$ cat src/rtl/adder_pipe_carry.sv
// ----------------------------------------------------------------------------
// adder_pipe_carry
//
// Pipelined N-bit adder/subtractor with carry-in, carry-out and signed
// overflow. The carry chain is split into STAGES chunks of W = N/STAGES bits.
// Each pipeline stage resolves one chunk, so only a W-bit carry chain sits
// between registers. Both sides use a valid/ready handshake with full
// backpressure.
//
// Parameters:
//   N       operand/result width (must be a multiple of STAGES)
//   STAGES  pipeline depth and number of carry chunks (1..N)
//
// Ports:
//   clk        rising-edge clock
//   rst_n      synchronous active-low reset; discards all in-flight beats
//   in_valid   operand beat valid
//   in_ready   pipeline can take a beat this cycle
//   a, b       operands (unsigned or two's complement)
//   cin        carry-in for add, borrow-in for subtract
//   op_sub     0 = a+b+cin, 1 = a-b-cin
//   out_valid  result beat valid
//   out_ready  consumer takes the result this cycle
//   sum        result, modulo 2^N
//   cout       raw carry out of a + b_eff + c0 (for subtract, 1 = no borrow)
//   ovf        signed two's-complement overflow
// ----------------------------------------------------------------------------
module adder_pipe_carry #(
    parameter int N      = 32,
    parameter int STAGES = 4
) (
    input  logic         clk,
    input  logic         rst_n,
    input  logic         in_valid,
    output logic         in_ready,
    input  logic [N-1:0] a,
    input  logic [N-1:0] b,
    input  logic         cin,
    input  logic         op_sub,
    output logic         out_valid,
    input  logic         out_ready,
    output logic [N-1:0] sum,
    output logic         cout,
    output logic         ovf
);

    localparam int W = N / STAGES;
    localparam int L = STAGES - 1;

    // Per-stage registers, index 0 is the first stage. Each stage carries
    // the full operands along so the next stage can pick its chunk; the
    // operand MSBs double as the sign bits needed for overflow at the end.
    logic [STAGES-1:0] vld_q;
    logic [STAGES-1:0] carry_q;
    logic [N-1:0]      psum_q [STAGES];
    logic [N-1:0]      opa_q  [STAGES];
    logic [N-1:0]      opb_q  [STAGES];

    // Values each stage would load if it advanced this cycle.
    logic [STAGES-1:0] nxt_vld;
    logic [STAGES-1:0] nxt_carry;
    logic [N-1:0]      nxt_psum [STAGES];
    logic [N-1:0]      nxt_a    [STAGES];
    logic [N-1:0]      nxt_b    [STAGES];

    logic [STAGES-1:0] adv;
    logic [N-1:0]      b_eff;
    logic              c0;

    // Subtraction is folded into addition at the input: a - b - cin equals
    // a + ~b + ~cin, so the adder itself only ever adds.
    always_comb begin
        b_eff = op_sub ? ~b : b;
        c0    = op_sub ? ~cin : cin;
    end

    // Chunk adders. Stage j takes its operands from the input port (j == 0)
    // or from stage j-1, adds chunk j plus the incoming carry, and writes
    // that chunk into the partial sum. Lower chunks pass through unchanged.
    always_comb begin
        int         p;
        logic [N-1:0] src_p;
        logic         src_c;
        logic [W:0]   chunk;
        p     = 0;
        src_p = '0;
        src_c = 1'b0;
        chunk = '0;
        for (int j = 0; j < STAGES; j++) begin
            // p is a safe index for the previous stage; unused when j == 0
            p = (j == 0) ? 0 : j - 1;
            if (j == 0) begin
                nxt_vld[j] = in_valid;
                nxt_a[j]   = a;
                nxt_b[j]   = b_eff;
                src_c      = c0;
                src_p      = '0;
            end else begin
                nxt_vld[j] = vld_q[p];
                nxt_a[j]   = opa_q[p];
                nxt_b[j]   = opb_q[p];
                src_c      = carry_q[p];
                src_p      = psum_q[p];
            end
            chunk = {1'b0, nxt_a[j][j*W +: W]}
                  + {1'b0, nxt_b[j][j*W +: W]}
                  + {{W{1'b0}}, src_c};
            nxt_psum[j]          = src_p;
            nxt_psum[j][j*W +: W] = chunk[W-1:0];
            nxt_carry[j]         = chunk[W];
        end
    end

    // Advance chain, walked from the output back to the input. A stage
    // moves when it is empty or its successor moves, which lets bubbles
    // collapse even while the output is stalled. This makes in_ready
    // combinational from out_ready through the whole pipeline.
    always_comb begin
        logic down;
        down = out_ready;
        adv  = '0;
        for (int j = STAGES - 1; j >= 0; j--) begin
            adv[j] = !vld_q[j] || down;
            down   = adv[j];
        end
    end

    assign in_ready = adv[0];

    // Stage registers. Reset clears data as well as valids so the result
    // port reads zero right after reset. Stalled stages simply hold.
    always_ff @(posedge clk) begin
        if (!rst_n) begin
            vld_q   <= '0;
            carry_q <= '0;
            for (int j = 0; j < STAGES; j++) begin
                psum_q[j] <= '0;
                opa_q[j]  <= '0;
                opb_q[j]  <= '0;
            end
        end else begin
            for (int j = 0; j < STAGES; j++) begin
                if (adv[j]) begin
                    vld_q[j]   <= nxt_vld[j];
                    carry_q[j] <= nxt_carry[j];
                    psum_q[j]  <= nxt_psum[j];
                    opa_q[j]   <= nxt_a[j];
                    opb_q[j]   <= nxt_b[j];
                end
            end
        end
    end

    // Outputs come straight from the last stage registers. Overflow: both
    // addends share a sign and the result sign differs from it.
    assign out_valid = vld_q[L];
    assign sum       = psum_q[L];
    assign cout      = carry_q[L];
    assign ovf       = (opa_q[L][N-1] == opb_q[L][N-1]) && (psum_q[L][N-1] != opa_q[L][N-1]);

endmodule

$ cat config.mk
export PLATFORM = sky130hd
export DESIGN_NAME = adder_pipe_carry
export DESIGN_NICKNAME = d
export VERILOG_FILES = /design/src/rtl/adder_pipe_carry.sv
export SDC_FILE = /design/constraint.sdc
export NUM_CORES = 1
export LEC_CHECK = 0
export ABC_AREA = 0
export BUFFER_PORTS_ARGS = -buffer_cell sky130_fd_sc_hd__buf_2
export CAP_MARGIN = 20
export CORE_ASPECT_RATIO = 0.75
export CORE_MARGIN = 3
export CORE_UTILIZATION = 56
export DETAILED_ROUTE_END_ITERATION = 10
export GPL_TIMING_DRIVEN = 0
export PLACE_DENSITY = 0.85
export RECOVER_POWER = 50
export SYNTH_ARGS = -nofsm -noshare
export SYNTH_HDL_FRONTEND = slang
export SYNTH_SLANG_ARGS = --single-unit
$ cat constraint.sdc
create_clock -name clk -period 3.4 [get_ports clk]
set_clock_uncertainty 0.1 [all_clocks]
set_input_delay 0.17 -clock clk [delete_from_list [all_inputs] [get_ports clk]]
set_output_delay 0.17 -clock clk [all_outputs]
set_load 0.1 [all_outputs]
==> results.ini <==
[timing]
max_freq_mhz=376
rsz_0062_raised_after_global_routing=no
relSlewSlack=0.202
final.min_clock_period_ns=2.66
final_tns_setup_ns=0
layout_worst_path_cycle_share=0.782
final_hold_violation_count=0
max_slew.worst_pin.slew_ns=1.20
final-setup-viol-count=0
slew_viol_final=0

[clocking]
clock-root-buffer=sky130_fd_sc_hd__clkbuf_16
cts_buffers=17
cts.htree.levels=4
clock_tree_from_tritoncts=yes
numClockSinks=186
post_cts.resized_instances=0
clk_latency_ns=0.43
cts_buffer_depth=2
path_clk_slew_ns=0.06

[die]
die_area_mm2=0.0163
die_width_um=147
floorplan.io_pins=106
num_rows=37
initial_utilization=0.589
chipHeight_um=111
coreArea_mm2=0.0141

[worst_setup_path]
timing.critical_path.to_type=output port
setup.worst_path.class=register to output port
timing.critical_path.from_type=register
reg2reg_from=opa_q[0][8]$_SDFFCE_PN0P_
critical_path.reg2reg.endpoint=psum_q[1][14]$_SDFFCE_PN0P_
critical_path_arrival_ns=2.39
worst-endpoint-required_ns=3.13
worst-path-max-fanout=10
reg2reg_slack_ns=0.75
timing.reg2reg.worst_path_depth=6

[layout]
post_route_cells_drive_above_1_share=0.138
mostFrequentLayoutCell=sky130_fd_sc_hd__edfxtp_1
finalNonFillerCells=980
diodes=0
post_layout_instance_area_mm2=0.0101
layout.cells.most_common_list=sky130_fd_sc_hd__edfxtp_1 (178), sky130_fd_sc_hd__and3_1 (98), sky130_fd_sc_hd__buf_2 (74)
design.final.nets=879
areaGrowthSynthToFinish_pct=21.8

[synth]
postSynthAreaPerCell_um2=13.8
synth.distinct_cells=41
postSynthRegisterBits=186
post_synth_instance_area_mm2=0.00829
ys_warn_count=0
syn_nets=705
ys_dominant_reg_cell=sky130_fd_sc_hd__edfxtp_1
synthArstFlopShare=0
synth-edff-count=178
synth_cells=599
synth-seq-area-share=0.664

[route]
detailedRoute.firstIterationViolations=536
first_pass_iters=5
drtAntennaViolNets=0
drc_violations_left=0
detail_route.wl_per_cell_um=16.9
routed-via-count=5244
routed_wl_mm=16.6
avgViaCountPerCell=5.35

[hold_path]
hold_path_startpoint=a[7]
path_category_of_the_worst_min_delay_check=input pin to register
hold_path_depth=3
worstHoldEndpoint=carry_q[0]$_SDFFE_PN0P_

[global_route]
globalRoute.totalOverflow=0
number_of_antenna_violations_at_the_first_check_in_global_routing=0
globalRouteTotalUtil=0.211
grt_pass1_wl_mm=26.8
grt_max_degree=40
first_global_vias=5350

[power_and_ir_drop]
p_leak_nw=4.46
power.ir.vdd_worst_uv=329
powerDensity_mw_per_mm2=508

[placed_design]
dpl.hpwl_mm=11.7
placed_cells=902
buffer_ports.inserted=104
placer_congestion=0.849
placed_area_mm2=0.00916

[job]
max_cap_viol_count=0

[outcome]
run_status=finished, final reports clean

==> sequential cells by signal (all words and copies together) (netlist names) <==
name / flops
vld_q: 4
opb_q: 49
carry_q: 4
psum_q: 80
opa_q: 49
==> where the power goes <==
part           internal, mW  switching, mW  leakage [nW]
Clock                  1.07          0.772         0.262
Combinational         0.228          0.362          2.01
Sequential             2.65         0.0469          2.18
==> cells by family (layout without fill, tap and decap cells) <==
group                      after synthesis  count (layout)  synth area share
AOI/OAI and AO/OA                       62              62            0.0524
xor gates and xnor gates                48              48            0.0507
adders and majority gates               36              36            0.0616
buffers and inverters                   40             226            0.0211
DFF                                    186             186             0.664
and+or+nand+nor                        227             227             0.150
==> synthesized netlist by cell type, types with 5 or more instances <==
library cell	number	area, um^2
sky130_fd_sc_hd__o21a_1	13	97.6
sky130_fd_sc_hd__nand3_1	5	25.0
sky130_fd_sc_hd__fa_1	8	160
sky130_fd_sc_hd__a21oi_1	8	40.0
sky130_fd_sc_hd__ha_1	28	350
sky130_fd_sc_hd__o21ai_0	13	65.1
sky130_fd_sc_hd__and2_1	36	225
sky130_fd_sc_hd__inv_1	7	26.3
sky130_fd_sc_hd__xnor2_1	31	272
sky130_fd_sc_hd__a211oi_1	8	60.1
sky130_fd_sc_hd__edfxtp_1	178	5350
sky130_fd_sc_hd__nor3_1	8	40.0
sky130_fd_sc_hd__clkbuf_1	23	86.3
sky130_fd_sc_hd__dfxtp_1	8	160
sky130_fd_sc_hd__buf_2	6	30.0
sky130_fd_sc_hd__and3_1	97	607
sky130_fd_sc_hd__nand2b_1	5	31.3
sky130_fd_sc_hd__xor2_1	17	149
sky130_fd_sc_hd__nand2_1	13	48.8
sky130_fd_sc_hd__nor2_1	53	199
==> worst max-delay path: stages (launching register included) <==
cell                       delay (ns)
sky130_fd_sc_hd__dfxtp_1         0.38
sky130_fd_sc_hd__and3b_1         0.18
sky130_fd_sc_hd__clkbuf_1        0.32
sky130_fd_sc_hd__and3_1          0.35
sky130_fd_sc_hd__clkinv_2        0.20
sky130_fd_sc_hd__buf_2           0.22
sky130_fd_sc_hd__buf_2           0.30
==> layout make-up <==
cell class / instances / area (um^2)
Fill cell: 938 / 3980
Timing Repair Buffer: 155 / 1040
Clock inverter: 10 / 103
Clock buffer: 21 / 440
Inverter: 8 / 31.3
Multi-Input combinational cell: 373 / 2610
Buffer: 32 / 129
Sequential cell: 186 / 5510
Tap cell: 195 / 244
==> stage by stage <==
step	total power, mW	setup slack, ns	hold slack, ns	util
6_report	5.13	0.741	0.0306	0.718
5_1_grt	5.31	0.629	0.0425	0.718
4_1_cts	5.15	0.792	0.0110	0.723
3_5_place_dp	3.29	0.556	0.316	0.651
3_3_place_gp	3.26	0.140	0.313	0.644
2_1_floorplan	3.13	0.0745	0.194	-
==> repair_timing <==
action / 4_1_cts / 5_1_grt
hold buffers: 47 / 0
endpoints found under the hold margin: 47 / 0
buffers inserted: 0 / 0
==> worst max path at each step <==
| stage | start | end | slack [ns] | cells after the start |
|---|---|---|---|---|
| 4_1_cts | opa_q[0][8]$_SDFFCE_PN0P_ | psum_q[1][14]$_SDFFCE_PN0P_ | 0.79 | 6 |
| 3_5_place_dp | op_sub | psum_q[0][6]$_SDFFCE_PN0P_ | 0.56 | 11 |
| 3_3_place_gp | rst_n | opa_q[0][17]$_SDFFCE_PN0P_ | 0.14 | 4 |
| 2_1_floorplan | psum_q[3][31]$_SDFFCE_PN0P_ | ovf | 0.07 | 1 |
| 5_1_grt | vld_q[2]$_SDFFE_PN0P_ | in_ready | 0.63 | 6 |
| 6_report | vld_q[2]$_SDFFE_PN0P_ | in_ready | 0.74 | 6 |
==> routing by layer <==
metal / global-route usage / vias up / share of wire
met5: 0 / - / 0
met4: 0.0746 / 0 / 0.012
met3: 0.0513 / 22 / 0.070
met2: 0.341 / 204 / 0.48
met1: 0.284 / 2472 / 0.44
li1: - / 2546 / -
Power figures use the tool's default switching activity.
